===== src/rtl/alu_pkg.sv =====
// Shared types for the ALU execute stage: op codes, flag bit positions and
// the buffered-entry layout carried from accept to retirement.
package alu_pkg;

    localparam int ALU_DW = 8;
    localparam int ALU_RW = 4;

    localparam int FLAG_Z = 0;
    localparam int FLAG_C = 1;

    typedef enum logic [2:0] {
        ALU_ADD  = 3'b000,
        ALU_SUB  = 3'b001,
        ALU_NOR  = 3'b010,
        ALU_AND  = 3'b011,
        ALU_XOR  = 3'b100,
        ALU_RSH  = 3'b101,
        ALU_PASS = 3'b110,
        ALU_RSV  = 3'b111
    } alu_op_e;

    typedef struct packed {
        logic [ALU_DW-1:0] result;
        logic [ALU_RW-1:0] dest;
        logic [1:0]        flags;
        logic              writes_reg;
        logic              sets_flags;
    } alu_entry_t;

    function automatic logic sets_flags(input alu_op_e op);
        case (op)
            ALU_ADD, ALU_SUB, ALU_NOR, ALU_AND, ALU_XOR: return 1'b1;
            default:                                     return 1'b0;
        endcase
    endfunction

endpackage


===== src/rtl/alu_flag_stage_core.sv =====
// Combinational ALU: result, carry/zero and write-class decode for one op.
module alu_core
    import alu_pkg::*;
#(
    parameter int DW = ALU_DW
) (
    input  alu_op_e         op,
    input  logic [DW-1:0]   a,
    input  logic [DW-1:0]   b,
    output logic [DW-1:0]   result,
    output logic            carry,
    output logic            zero,
    output logic            writes_reg,
    output logic            flag_set
);

    logic [DW:0] sum_s;

    // Op decode and arithmetic; SUB carry is the inverted borrow.
    always_comb begin
        sum_s  = {(DW+1){1'b0}};
        result = {DW{1'b0}};
        carry  = 1'b0;
        case (op)
            ALU_ADD: begin
                sum_s  = {1'b0, a} + {1'b0, b};
                result = sum_s[DW-1:0];
                carry  = sum_s[DW];
            end
            ALU_SUB: begin
                sum_s  = {1'b0, a} + {1'b0, ~b} + {{DW{1'b0}}, 1'b1};
                result = sum_s[DW-1:0];
                carry  = sum_s[DW];
            end
            ALU_NOR:  result = ~(a | b);
            ALU_AND:  result = a & b;
            ALU_XOR:  result = a ^ b;
            ALU_RSH:  result = {1'b0, b[DW-1:1]};
            ALU_PASS: result = b;
            default:  result = {DW{1'b0}};
        endcase
    end

    assign zero       = (result == {DW{1'b0}});
    assign writes_reg = (op != ALU_RSV);
    assign flag_set   = sets_flags(op);

endmodule


===== src/rtl/alu_flag_stage.sv =====
// Registered ALU execute stage with a 2-entry output buffer that drives the
// register-file write and the condition-flag register write at retirement.
module alu_flag_stage
    import alu_pkg::*;
#(
    parameter int DW = ALU_DW,
    parameter int RW = ALU_RW
) (
    input  logic          clk,
    input  logic          rst_n,
    input  logic          in_valid,
    output logic          in_ready,
    input  logic [2:0]    op,
    input  logic [DW-1:0] a,
    input  logic [DW-1:0] b,
    input  logic [RW-1:0] dest,
    input  logic          flush,
    output logic          out_valid,
    input  logic          out_ready,
    output logic [DW-1:0] result,
    output logic [RW-1:0] out_dest,
    output logic          reg_we,
    output logic [1:0]    flag_din,
    output logic          flag_we
);

    alu_entry_t    mem_r [2];
    logic          rd_ptr_r;
    logic          wr_ptr_r;
    logic [1:0]    count_r;

    logic [DW-1:0] core_result_s;
    logic          core_carry_s;
    logic          core_zero_s;
    logic          core_writes_reg_s;
    logic          core_flag_set_s;
    alu_entry_t    new_entry_s;
    alu_entry_t    head_s;
    logic          accept_s;
    logic          retire_s;

    alu_core #(.DW(DW)) u_core (
        .op         (alu_op_e'(op)),
        .a          (a),
        .b          (b),
        .result     (core_result_s),
        .carry      (core_carry_s),
        .zero       (core_zero_s),
        .writes_reg (core_writes_reg_s),
        .flag_set   (core_flag_set_s)
    );

    // Pack the freshly computed op into a buffer entry.
    always_comb begin
        new_entry_s                = '0;
        new_entry_s.result         = core_result_s;
        new_entry_s.dest           = dest;
        new_entry_s.flags[FLAG_Z]  = core_zero_s;
        new_entry_s.flags[FLAG_C]  = core_carry_s;
        new_entry_s.writes_reg     = core_writes_reg_s;
        new_entry_s.sets_flags     = core_flag_set_s;
    end

    assign in_ready  = (count_r < 2'd2) && !flush;
    assign out_valid = (count_r != 2'd0) && !flush;
    assign accept_s  = in_valid && in_ready;
    assign retire_s  = out_valid && out_ready;
    assign head_s    = mem_r[rd_ptr_r];

    // Buffer storage, pointers and occupancy; flush empties without touching storage.
    always_ff @(posedge clk or negedge rst_n) begin
        if (!rst_n) begin
            mem_r[0] <= '0;
            mem_r[1] <= '0;
            rd_ptr_r <= 1'b0;
            wr_ptr_r <= 1'b0;
            count_r  <= 2'd0;
        end else if (flush) begin
            rd_ptr_r <= 1'b0;
            wr_ptr_r <= 1'b0;
            count_r  <= 2'd0;
        end else begin
            if (accept_s) begin
                mem_r[wr_ptr_r] <= new_entry_s;
                wr_ptr_r        <= ~wr_ptr_r;
            end
            if (retire_s) begin
                rd_ptr_r <= ~rd_ptr_r;
            end
            case ({accept_s, retire_s})
                2'b10:   count_r <= count_r + 2'd1;
                2'b01:   count_r <= count_r - 2'd1;
                default: count_r <= count_r;
            endcase
        end
    end

    // Head presentation and retirement strobes, all zero when no head is valid.
    always_comb begin
        result   = {DW{1'b0}};
        out_dest = {RW{1'b0}};
        flag_din = 2'b00;
        reg_we   = 1'b0;
        flag_we  = 1'b0;
        if (out_valid) begin
            result   = head_s.result;
            out_dest = head_s.dest;
            flag_din = head_s.flags;
            reg_we   = retire_s && head_s.writes_reg && (head_s.dest != {RW{1'b0}});
            flag_we  = retire_s && head_s.sets_flags;
        end else begin
            reg_we   = 1'b0;
            flag_we  = 1'b0;
        end
    end

endmodule


===== config.mk =====
export PLATFORM = sky130hd
export DESIGN_NAME = alu_flag_stage
export DESIGN_NICKNAME = d
export VERILOG_FILES = /design/src/rtl/alu_pkg.sv /design/src/rtl/alu_flag_stage_core.sv /design/src/rtl/alu_flag_stage.sv
export SDC_FILE = /design/constraint.sdc
export NUM_CORES = 1
export LEC_CHECK = 0
export CAP_MARGIN = 20
export CORE_MARGIN = 4
export CORE_UTILIZATION = 35
export CTS_CLUSTER_DIAMETER = 80
export CTS_CLUSTER_SIZE = 8
export DETAILED_ROUTE_END_ITERATION = 16
export GPL_ROUTABILITY_DRIVEN = 0
export GPL_TIMING_DRIVEN = 0
export PLACE_DENSITY_LB_ADDON = 0.12
export REMOVE_ABC_BUFFERS = 1
export SETUP_SLACK_MARGIN = 0.3
export SKIP_LAST_GASP = 1
export SYNTH_ARGS = -nofsm -noshare
export SYNTH_HDL_FRONTEND = slang
export SYNTH_SLANG_ARGS = --single-unit

===== constraint.sdc =====
create_clock -name clk -period 4.5 [get_ports clk]
set_clock_uncertainty 0.05 [all_clocks]
set_input_delay 0.9 -clock clk [delete_from_list [all_inputs] [get_ports clk]]
set_output_delay 0.9 -clock clk [all_outputs]
set_load 0.005 [all_outputs]

==> metrics.log, run 1 <==
[metrics] combined area of the multi-input logic cells: 1900 sq um
[metrics] DRT Wirelength: 7.32 mm
[metrics] sequential-to-total area share from yosys stat: 0.300
[metrics] Port Buffers: 45
[metrics] initial cell density of the core: 0.362
[metrics] TritonCTS clock tree: done
[metrics] post-synthesis instance area: 3000 sq um
[metrics] sink count of the clock tree: 36
[metrics] power density normalized to cell area: 276 nW/um^2
[metrics] average detailed-routed wire length per instance: 14.2 microns
[metrics] slew at the pin closest to its max-slew limit: 0.994 ns
[metrics] Pre-antenna DRT Iters: 4
[metrics] most frequent cells in the layout: nand2_1 (65), clkdlybuf4s50_1 (43), nor2_1 (38), dfrtp_1 (36), o21ai_0 (31)
[metrics] number of antenna violations at the first check in global routing: 0
[metrics] endpoint type of the worst setup path: flip-flop
[metrics] die outline area: 10100 sq um
[metrics] Hold WC Path Type: flip-flop to flip-flop
[metrics] most common library cell in the layout ignoring fill and taps: nand2_1
[metrics] top flip-flop cell by instance count after synthesis: dfrtp_1
[metrics] layout overhead on the synthesized area: 19.7%
[metrics] final period demand of the worst path: 3.88 ns
[metrics] outcome: finished, final reports clean
[metrics] sequential cell area: 901 sq um
[metrics] standard cell core area: 8300 sq um
[metrics] Overall Power: 993 uW
[metrics] Util after Layout: 0.433
[metrics] final-stage net count: 466
[metrics] per-cell via count in the routed design: 5.19
[metrics] post-synthesis instance total: 379
[metrics] Detailed Route Iter0 Violations: 68
[metrics] Crit path arrival time: 4.01 ns
[metrics] pin count of the biggest net entering global routing: 37
[metrics] total number of H-tree levels: 2
[metrics] post-synthesis async set-or-reset flop share: 1.00
[metrics] worst hold margin: 0.430 ns
[metrics] pre-CTS setup slack: 0.210 ns
[metrics] number of fill cells: 899
[metrics] final hold violation count: 0
[metrics] overall global routing resource usage: 0.147
[metrics] remaining antenna violation count after routing: 0
[metrics] Mean Syn Cell Area: 7.93 sq um
[metrics] beginning of the critical path: b[0]
[metrics] number of vias after detailed routing: 2684
[metrics] count of standard-cell rows: 33
[metrics] Max Clock Freq: 258 MHz
[metrics] antenna cells: 0
[metrics] post-synthesis cell type count: 52
[metrics] launching element type of the critical path: input pin
[metrics] worst-path maximum fanout: 4
[metrics] CTS Root Buffer Type: clkbuf_8
[metrics] Worst Path Class, Setup: input pin to flip-flop
[metrics] clock buffers created by TritonCTS: 5
[metrics] share of layout cells above drive strength 1: 0.0558
[metrics] Die Height: 101 microns
[metrics] Ports: 46
[metrics] Clk Latency, worst-skew pair: 0.28 ns
[metrics] RSZ-0062 raised after global routing: false
[metrics] EDFF count, synth: 0
[metrics] startpoint of the tightest hold check path: mem_r[15]
[metrics] Max Slew Vio Count: 0
[metrics] fin crit share: 0.862
[metrics] first-pass GRT wire length: 12.2 mm
[metrics] worst-case clock buffer depth: 2
[metrics] global route overflow: 0
[metrics] via count of the first global-routing pass: 2519
[metrics] headroom to the max-slew limit: 0.335
[metrics] number of register bits inferred by synthesis: 36
[metrics] Residual DRC: 0
[metrics] max-cap viol count: 0
[metrics] slack of the critical path: 0.623 ns
[metrics] final-report setup violation count: 0
[metrics] post-CTS repair timing setup buffer count: 0
[metrics] reg-to-reg startpoint: count_r[1]
[metrics] overall die width: 101 microns
[metrics] number of warnings issued by yosys: 0
[metrics] total half-perimeter wirelength after legalization and detailed placement: 5.42 mm
[metrics] Worst Path Required: 4.63 ns
[metrics] TNS Setup: 0 ns
[metrics] worst supply voltage drop on vdd: 91.4 uV
[metrics] CTS clock-pin slew for the worst setup and hold paths: 0.07 ns
[metrics] leakage power of the design: 0.00163 uW
path summary, 6_finish.rpt:
check / slack, ns / endpoint / depth (start not counted)
worst max-delay path: 0.62 / mem_r[2] / 11
worst min-delay path: 0.43 / mem_r[15] / 2
worst min register to register: 0.43 / mem_r[15] / 2
max in group asynchronous: 3.25 / rd_ptr_r / 1
min in group asynchronous: 0.65 / mem_r[30] / 1
worst max register to register: 2.51 / mem_r[2] / 3
critical path, stage by stage:
cell,delay [ns]
clkdlybuf4s50_1,0.52
ha_1,0.24
inv_1,0.07
fa_1,0.41
nand2b_2,0.22
a21oi_2,0.21
nor4_1,0.07
or4_1,0.55
a221oi_2,0.41
nand4_2,0.17
o31ai_1,0.22
logic make-up after synthesis:
family	Yosys count	share of synthesized area
DFF	36	0.300
muxes	31	0.106
buffers and inverters	48	0.0671
and+or+nand+nor	145	0.215
AOI/OAI and AO/OA	88	0.184
adders and majority gates	26	0.113
xor gates and xnor gates	5	0.0146
registers in the layout, summed over array words and instances, names as in the netlist:
| name | count |
|---|---|
| mem_r | 32 |
| count_r | 2 |
| rd_ptr_r | 1 |
| wr_ptr_r | 1 |
cell usage after synthesis (4+ instances only):
master	instances	area (sq um)
ha_1	24	300
buf_2	4	20.0
buf_4	4	30.0
clkbuf_1	10	37.5
mux2_2	6	67.6
xor2_1	4	35.0
nor2_1	38	143
inv_1	28	105
nand2_1	65	244
o21ai_0	31	155
mux2i_1	25	250
a31oi_1	5	31.3
dfrtp_1	36	901
nand3_1	5	25.0
a21oi_1	20	100
and3_1	5	31.3
nor3_1	9	45.0
nand2b_1	5	31.3
stage by stage:
stage / area (sq um) / instances
after detailed placement: 3480 / 509
after CTS: 3570 / 516
final: 3600 / 517
after global routing: 3600 / 517
after floorplan: 2910 / 359
after global placement: 3490 / 509
layout make-up:
class	instances	share of cell area
tap	105	0.0365
inverter	28	0.0292
sequential	36	0.251
timing repair buffer	46	0.132
multi-input combinational	295	0.529
clock buffer	5	0.0191
clock inverter	2	0.00348
routing by layer:
metal | GRT usage | wire length (microns) | part of all wire | vias up
li1 | - | - | - | 1368
met1 | 0.199 | 3420 | 0.47 | 1253
met2 | 0.245 | 3450 | 0.47 | 54
met3 | 0.0166 | 339 | 0.046 | 9
met4 | 0.0435 | 106 | 0.014 | 0
met5 | 0 | 0 | 0 | -
power by group:
part           total, uW  internal, uW  switching [uW]
Sequential           452           399            53.1
Combinational        327           152             175
Clock                213           105             109
Total                993           656             337
timing repair:
item / 4_1_cts / 5_1_grt
endpoints found under the setup margin: 0 / 1
hold buffers: 0 / 0
gates resized for setup: 0 / 1
No activity file was read; power rests on OpenSTA's default activity.
==> run 2: changes to the inputs <==
- HOLD_SLACK_MARGIN: default -> 0.02
==> results of run 2 <==
No change in the layout: final DEF, timing and power equal those of run 1.
==> run 3: changes to the inputs <==
- SKIP_CTS_REPAIR_TIMING: default -> 1
==> results of run 3 <==
No change in the layout: final DEF, timing and power equal those of run 1.
